--- src/rtl/rope_line_drawer.sv ---
// ---------------------------------------------------------------------------
// rope_line_drawer
//   Render stage for the rope. Once per frame it takes the rope end point,
//   erases the previously drawn rope (background colour) and then draws the
//   new rope as a Bresenham line from a fixed origin, one pixel per clock,
//   into a VGA pixel-write interface.
//
//   Optional feature (macro ROPE_HOOK_EN): after the line, a 3x3 hook block
//   centred on the end point is plotted. The erase pass also removes the
//   previous hook. Without the macro the HOOK state does not exist.
//
// Ports
//   i_clock          system clock
//   i_reset          synchronous, active-high reset
//   i_start          one-cycle draw request (ignored unless idle)
//   i_end_x/i_end_y  rope end point, clamped to the screen on accept
//   o_x/o_y          pixel coordinate (driven straight from registers)
//   o_colour         pixel colour
//   o_plot           pixel write strobe, valid with o_x/o_y/o_colour
//   o_busy           high from the cycle after an accepted start until done
//   o_done           one-cycle pulse when the frame's line is complete
// ---------------------------------------------------------------------------
module rope_line_drawer #(
    parameter int unsigned ORIGIN_X    = 160,
    parameter int unsigned ORIGIN_Y    = 45,
    parameter int unsigned SCREEN_W    = 320,
    parameter int unsigned SCREEN_H    = 240,
    parameter logic [2:0]  ROPE_COLOUR = 3'b111,
    parameter logic [2:0]  BG_COLOUR   = 3'b000
) (
    input  logic       i_clock,
    input  logic       i_reset,
    input  logic       i_start,
    input  logic [9:0] i_end_x,
    input  logic [9:0] i_end_y,
    output logic [8:0] o_x,
    output logic [7:0] o_y,
    output logic [2:0] o_colour,
    output logic       o_plot,
    output logic       o_busy,
    output logic       o_done
);

    typedef enum logic [2:0] {
        S_IDLE,
        S_ERASE_INIT,
        S_ERASE_RUN,
        S_DRAW_INIT,
        S_DRAW_RUN,
        S_DONE
`ifdef ROPE_HOOK_EN
        , S_HOOK
`endif
    } state_t;

    localparam logic [9:0] X_MAX = 10'(SCREEN_W - 1);
    localparam logic [9:0] Y_MAX = 10'(SCREEN_H - 1);
    localparam logic [8:0] X0    = 9'(ORIGIN_X);
    localparam logic [7:0] Y0    = 8'(ORIGIN_Y);

    state_t r_state, w_next;

    // Current pixel and current pass target; the origin is always the start.
    logic [8:0] r_cx, r_x1, r_new_x, r_prev_x;
    logic [7:0] r_cy, r_y1, r_new_y, r_prev_y;
    logic       r_prev_valid;
    logic       r_sx_neg, r_sy_neg;
    logic [2:0] r_colour;

    // Bresenham terms: dx >= 0, dy <= 0, err/e2 fit easily in 12 bits.
    logic signed [11:0] r_dx, r_dy, r_err;
    logic signed [11:0] w_e2, w_adx, w_ady;

    logic [8:0] w_tx;
    logic [7:0] w_ty;
    logic       w_init_erase, w_at_end, w_step_x, w_step_y;

`ifdef ROPE_HOOK_EN
    logic       r_erasing;
    logic [1:0] r_hc, r_hr;
    logic [1:0] w_hc_n, w_hr_n;
    logic       w_hook_last;

    // Hook pixel coordinate base-1+off, clamped to [0, lim].
    function automatic logic [9:0] hook_coord(input logic [9:0] base,
                                              input logic [1:0] off,
                                              input logic [9:0] lim);
        logic [9:0] v;
        v = base + {8'b0, off};
        if (v == 10'd0)
            return 10'd0;
        else if ((v - 10'd1) > lim)
            return lim;
        else
            return v - 10'd1;
    endfunction

    assign w_hook_last = (r_hc == 2'd2) && (r_hr == 2'd2);
    assign w_hc_n      = (r_hc == 2'd2) ? 2'd0 : r_hc + 2'd1;
    assign w_hr_n      = (r_hc == 2'd2) ? r_hr + 2'd1 : r_hr;
`endif

    // Target of the pass being initialised: erase the old line, draw the new.
    assign w_init_erase = (r_state == S_ERASE_INIT);
    assign w_tx  = w_init_erase ? r_prev_x : r_new_x;
    assign w_ty  = w_init_erase ? r_prev_y : r_new_y;
    assign w_adx = (w_tx >= X0) ? $signed({3'b0, w_tx - X0}) : $signed({3'b0, X0 - w_tx});
    assign w_ady = (w_ty >= Y0) ? $signed({4'b0, w_ty - Y0}) : $signed({4'b0, Y0 - w_ty});

    assign w_at_end = (r_cx == r_x1) && (r_cy == r_y1);
    assign w_e2     = r_err <<< 1;
    // NOTE: both comparisons use the same e2, so x and y may step in one cycle.
    assign w_step_x = (w_e2 >= r_dy);
    assign w_step_y = (w_e2 <= r_dx);

    assign o_x      = r_cx;
    assign o_y      = r_cy;
    assign o_colour = r_colour;

    // NOTE: sequential state uses non-blocking assignments only.
    always_ff @(posedge i_clock) begin
        if (i_reset) r_state <= S_IDLE;
        else         r_state <= w_next;
    end

    // NOTE: every output of this block gets a default first, so no latches.
    always_comb begin
        w_next = r_state;
        o_plot = 1'b0;
        o_busy = 1'b1;
        o_done = 1'b0;
        case (r_state)
            S_IDLE: begin
                o_busy = 1'b0;
                if (i_start) w_next = r_prev_valid ? S_ERASE_INIT : S_DRAW_INIT;
            end
            S_ERASE_INIT: w_next = S_ERASE_RUN;
            S_ERASE_RUN: begin
                o_plot = 1'b1;
`ifdef ROPE_HOOK_EN
                if (w_at_end) w_next = S_HOOK;
`else
                if (w_at_end) w_next = S_DRAW_INIT;
`endif
            end
            S_DRAW_INIT: w_next = S_DRAW_RUN;
            S_DRAW_RUN: begin
                o_plot = 1'b1;
`ifdef ROPE_HOOK_EN
                if (w_at_end) w_next = S_HOOK;
`else
                if (w_at_end) w_next = S_DONE;
`endif
            end
`ifdef ROPE_HOOK_EN
            S_HOOK: begin
                o_plot = 1'b1;
                if (w_hook_last) w_next = r_erasing ? S_DRAW_INIT : S_DONE;
            end
`endif
            S_DONE: begin
                o_done = 1'b1;
                w_next = S_IDLE;
            end
            default: w_next = S_IDLE;
        endcase
    end

    always_ff @(posedge i_clock) begin
        if (i_reset) begin
            // An aborted line is simply forgotten: nothing is marked for erase.
            r_cx         <= '0;
            r_cy         <= '0;
            r_colour     <= '0;
            r_prev_valid <= 1'b0;
            r_x1         <= '0;
            r_y1         <= '0;
            r_new_x      <= '0;
            r_new_y      <= '0;
            r_prev_x     <= '0;
            r_prev_y     <= '0;
            r_sx_neg     <= 1'b0;
            r_sy_neg     <= 1'b0;
            r_dx         <= '0;
            r_dy         <= '0;
            r_err        <= '0;
`ifdef ROPE_HOOK_EN
            r_erasing    <= 1'b0;
            r_hc         <= '0;
            r_hr         <= '0;
`endif
        end else begin
            case (r_state)
                S_IDLE: begin
                    if (i_start) begin
                        r_new_x <= (i_end_x > X_MAX) ? 9'(X_MAX) : i_end_x[8:0];
                        r_new_y <= (i_end_y > Y_MAX) ? 8'(Y_MAX) : i_end_y[7:0];
                    end
                end
                S_ERASE_INIT, S_DRAW_INIT: begin
                    r_x1     <= w_tx;
                    r_y1     <= w_ty;
                    r_cx     <= X0;
                    r_cy     <= Y0;
                    r_dx     <= w_adx;
                    r_dy     <= -w_ady;
                    r_err    <= w_adx - w_ady;
                    r_sx_neg <= (w_tx < X0);
                    r_sy_neg <= (w_ty < Y0);
                    r_colour <= w_init_erase ? BG_COLOUR : ROPE_COLOUR;
`ifdef ROPE_HOOK_EN
                    r_erasing <= w_init_erase;
                    r_hc      <= '0;
                    r_hr      <= '0;
`endif
                end
                S_ERASE_RUN, S_DRAW_RUN: begin
                    if (w_at_end) begin
`ifdef ROPE_HOOK_EN
                        // Preload the top-left hook pixel so HOOK plots immediately.
                        r_cx <= 9'(hook_coord({1'b0, r_x1}, 2'd0, X_MAX));
                        r_cy <= 8'(hook_coord({2'b0, r_y1}, 2'd0, Y_MAX));
`endif
                    end else begin
                        if (w_step_x) r_cx <= r_sx_neg ? r_cx - 9'd1 : r_cx + 9'd1;
                        if (w_step_y) r_cy <= r_sy_neg ? r_cy - 8'd1 : r_cy + 8'd1;
                        r_err <= r_err + (w_step_x ? r_dy : 12'sd0)
                                       + (w_step_y ? r_dx : 12'sd0);
                    end
                end
`ifdef ROPE_HOOK_EN
                S_HOOK: begin
                    r_hc <= w_hc_n;
                    r_hr <= w_hr_n;
                    r_cx <= 9'(hook_coord({1'b0, r_x1}, w_hc_n, X_MAX));
                    r_cy <= 8'(hook_coord({2'b0, r_y1}, w_hr_n, Y_MAX));
                end
`endif
                S_DONE: begin
                    r_prev_x     <= r_new_x;
                    r_prev_y     <= r_new_y;
                    r_prev_valid <= 1'b1;
                end
                default: ;
            endcase
        end
    end

endmodule

--- config.mk ---
export PLATFORM = sky130hd
export DESIGN_NAME = rope_line_drawer
export DESIGN_NICKNAME = d
export VERILOG_FILES = /design/src/rtl/rope_line_drawer.sv
export SDC_FILE = /design/constraint.sdc
export NUM_CORES = 1
export LEC_CHECK = 0
export ABC_CLOCK_PERIOD_IN_PS = 6910
export CORE_MARGIN = 2
export CORE_UTILIZATION = 60
export CTS_BUF_LIST = sky130_fd_sc_hd__clkbuf_4 sky130_fd_sc_hd__clkbuf_8
export DETAILED_ROUTE_END_ITERATION = 16
export GPL_ROUTABILITY_DRIVEN = 1
export PLACE_DENSITY = 0.86
export SLEW_MARGIN = 20
export SYNTH_ARGS = -nofsm -noshare
export SYNTH_HDL_FRONTEND = slang
export SYNTH_SLANG_ARGS = --single-unit
--- constraint.sdc ---
create_clock -name i_clock -period 6.91 [get_ports i_clock]
set_clock_uncertainty 0.15 [all_clocks]
set_input_delay 0.691 -clock i_clock [delete_from_list [all_inputs] [get_ports i_clock]]
set_output_delay 0.691 -clock i_clock [all_outputs]
set_load 0.05 [all_outputs]
==> qor.csv <==
stage,metric,value,unit
status,status,"finished, final reports clean",
cts,ctsHoldBuffers,0,
timing,holdWs,0.308,ns
floorplan,die_x,114,um
cells_and_area,final_nets,1008,
worst_setup_path,criticalPathCategory,flip-flop to flip-flop,
synth,syn_nets,986,
timing,rsz0062_at_grt,no,
worst_setup_path,slowest_delay,0.64,ns
synth,synth_edf_count,0,
cts,clk_latency,0.40,ns
cts,cts-buffers-inserted,9,
synth,seq_area_frac_synth,0.291,
timing,fin_ws,1.25,ns
pwr,internal-power,2150,uW
cells_and_area,fin_cells,1065,
placed_design,dp.cells,1049,
drt,drtIter0Drc,532,
pwr,power_leakage,0.00333,uW
floorplan,dieArea,13000,um2
pwr,combPwrFrac,0.680,
cts,clock-sinks,106,
timing,post-route-period-util,0.819,
pwr,netSwitchingFraction,0.513,
synth,yosysTopAreaCellShare,0.291,
floorplan,row_count,40,
cells_and_area,drive_gt1_frac,0.0621,
drt,vias,6531,
worst_setup_path,arrival,5.84,ns
floorplan,start_util,0.612,
pwr,total_power,4420,uW
worst_setup_path,crit_required,7.09,ns
synth,ys_types,65,
synth,synthCells,891,
cells_and_area,area_growth,9.94,%
timing,setup_viol,0,
synth,synth.most_common_cell,dfxtp_1,
drt,drtPass1Iterations,5,
timing,final.setup.tns,0,ns
synth,synth_common_cells,"dfxtp_1 (106), nand2_1 (96), nor2_1 (82)",
floorplan,io_pins,46,
drt,antenna_left,0,
timing,maxSlewHeadroom,0.463,
timing,max_freq,0.177,GHz
timing,final_max_slew_viol_count,0,
global_route,grt-ovfl-total,0,
worst_setup_path,start_kind,flip-flop,
synth,synth_area_leaders,"dfxtp_1 (29%), ha_1 (10%), nand2_1 (4.9%)",
synth,synth_area,7290,um2
synth,syn-mean-instance-area,8.18,um2
drt,routed_wl,18300,um
floorplan,die_h,114,um
placed_design,place_hpwl,13600,um
global_route,antenna_found_initial,0,
pwr,pwr-share-clk,0.089,
synth,synthFlopType,dfxtp_1,
global_route,globalRouteTotalUtil,0.293,
pwr,power.density,551,nW/um2
cts,cts_tree,yes,
pwr,ir_drop,262,uV
cells_and_area,n_antenna_cell,0,
global_route,grt_pass1_wl,30300,um
global_route,grt_pass1_vias,6150,
worst_setup_path,critical_path.top_delay_family,compound AO/OA/AOI/OAI gates,
drt,drc,0,
synth,synth-seq-cells,106,
pwr,seqPwrFrac,0.232,
timing,hold_viol,0,
placed_design,place.gp.congestion,0.901,
synth,yosys.area.top_type,dfxtp_1,
timing,tightest_slew,0.804,ns
worst_setup_path,path_buf_inv,1,
global_route,grt_max_degree,55,
placed_design,pre_cts_ws,1.49,ns
floorplan,coreArea,11900,um2
pwr,p_sw,2260,uW
cts,htree_levels,3,
cts,clock-root-buffer,clkbuf_8,
cts,cts_resized,0,
placed_design,io_buffer_count,45,
cts,cts_setup_buffers,0,
worst_setup_path,slowest_stage,dfxtp_1,
drt,wl_per_cell,17.2,um
worst_setup_path,endpoint_kind,flip-flop,
worst_setup_path,crit_chain,"or3b_1, mux2i_1, ha_1, inv_1, a211oi_1, a41oi_1, o21a_1, mux2_2, ha_1, nor2b_1, o21ai_0, a21boi_0, o31a_1, o31a_1, o41ai_1, a31oi_1, nor3_1",
drt,via_per_inst,6.13,
timing,finalCriticalPeriod,5.66,ns
hold_path,hp-class,flip-flop to flip-flop,
worst_setup_path,crit_fanout,14,
cts,clk_pin_slew,0.10,ns
flow_run,maxCapViolCount,0,
synth,async_flop_share,0,
cts,clk_path_buf_depth,2,
synth,synth_warnings,0,
## state kept, by name (all words and copies together), names as in the netlist, 8 cells and up
register,count
r_dx,8
r_dy,12
o_x,9
r_x1,9
r_prev_y,8
r_y1,8
r_err,11
r_new_y,8
r_prev_x,9
o_y,8
r_new_x,9
## path summary, 6_finish.rpt
kind,depth (start not counted),from,endpoint,slack [ns]
worst max-delay path,17,r_state[1],r_err[9],1.25
worst min-delay path,2,r_prev_x[2],r_prev_x[2],0.31
worst max register to register,17,r_state[1],r_err[9],1.25
worst min register to register,2,r_prev_x[2],r_prev_x[2],0.31
## layout by cell type (no fill, tap or decap), types with 8 or more instances in the layout
cell | netlist | routed
a211oi_1 | 34 | 34
a21o_1 | 10 | 10
a21oi_1 | 70 | 70
a311oi_1 | 9 | 9
and2_1 | 21 | 21
buf_4 | 2 | 10
clkbuf_8 | 0 | 12
clkdlybuf4s50_1 | 0 | 44
dfxtp_1 | 106 | 106
fa_1 | 13 | 13
ha_1 | 59 | 59
inv_1 | 59 | 59
mux2_2 | 8 | 8
mux2i_1 | 24 | 24
nand2_1 | 96 | 96
nand2b_1 | 9 | 9
nand3_1 | 19 | 19
nor2_1 | 82 | 82
nor2b_1 | 12 | 11
nor3_1 | 18 | 18
nor4_1 | 8 | 8
o21a_1 | 12 | 12
o21ai_0 | 29 | 29
o221a_2 | 10 | 10
xnor2_1 | 19 | 19
xor2_1 | 30 | 30
## power groups by stage
stage	registers (uW)	logic, uW	clock network, uW
after floorplan	1030	2200	0
after global placement	1030	2880	0
after detailed placement	1030	2930	0
after CTS	1020	2960	396
after global routing	1050	3310	424
final	1020	3000	392
## worst min-delay path: stages, from the launching register on
cell	delay, ns
dfxtp_1	0.32
nand2_1	0.05
a21oi_1	0.05
## layout make-up
class                           instances  area (um2)
Clock buffer                           12         165
Clock inverter                          4        31.3
Fill cell                            1000        3900
Inverter                               60         225
Multi-Input combinational cell        681        4760
Sequential cell                       106        2120
Tap cell                              147         184
Timing Repair Buffer                   55         520
## cells by family (layout without fill, tap and decap cells)
kind of cell               after synthesis  count (layout)  synth area share
DFF                                    106             106             0.291
muxes                                   32              32            0.0453
and+or+nand+nor                        296             296             0.191
AOI/OAI and AO/OA                      230             230             0.216
buffers and inverters                  104             131            0.0561
xor gates and xnor gates                51              51            0.0634
adders and majority gates               72              72             0.137
## per-layer routing
metal	vias up	track usage	wire, um
met4	0	0.114	462
met2	194	0.485	8570
li1	3212	-	-
met1	3083	0.380	8360
met3	42	0.0540	909
met5	-	0	0
## through the flow
step                      utilization  area [um2]
after floorplan                     -        7290
after global placement          0.656        7820
after detailed placement        0.656        7820
after CTS                       0.673        8010
after global routing            0.673        8010
final                           0.673        8010
Power figures use the tool's default switching activity.
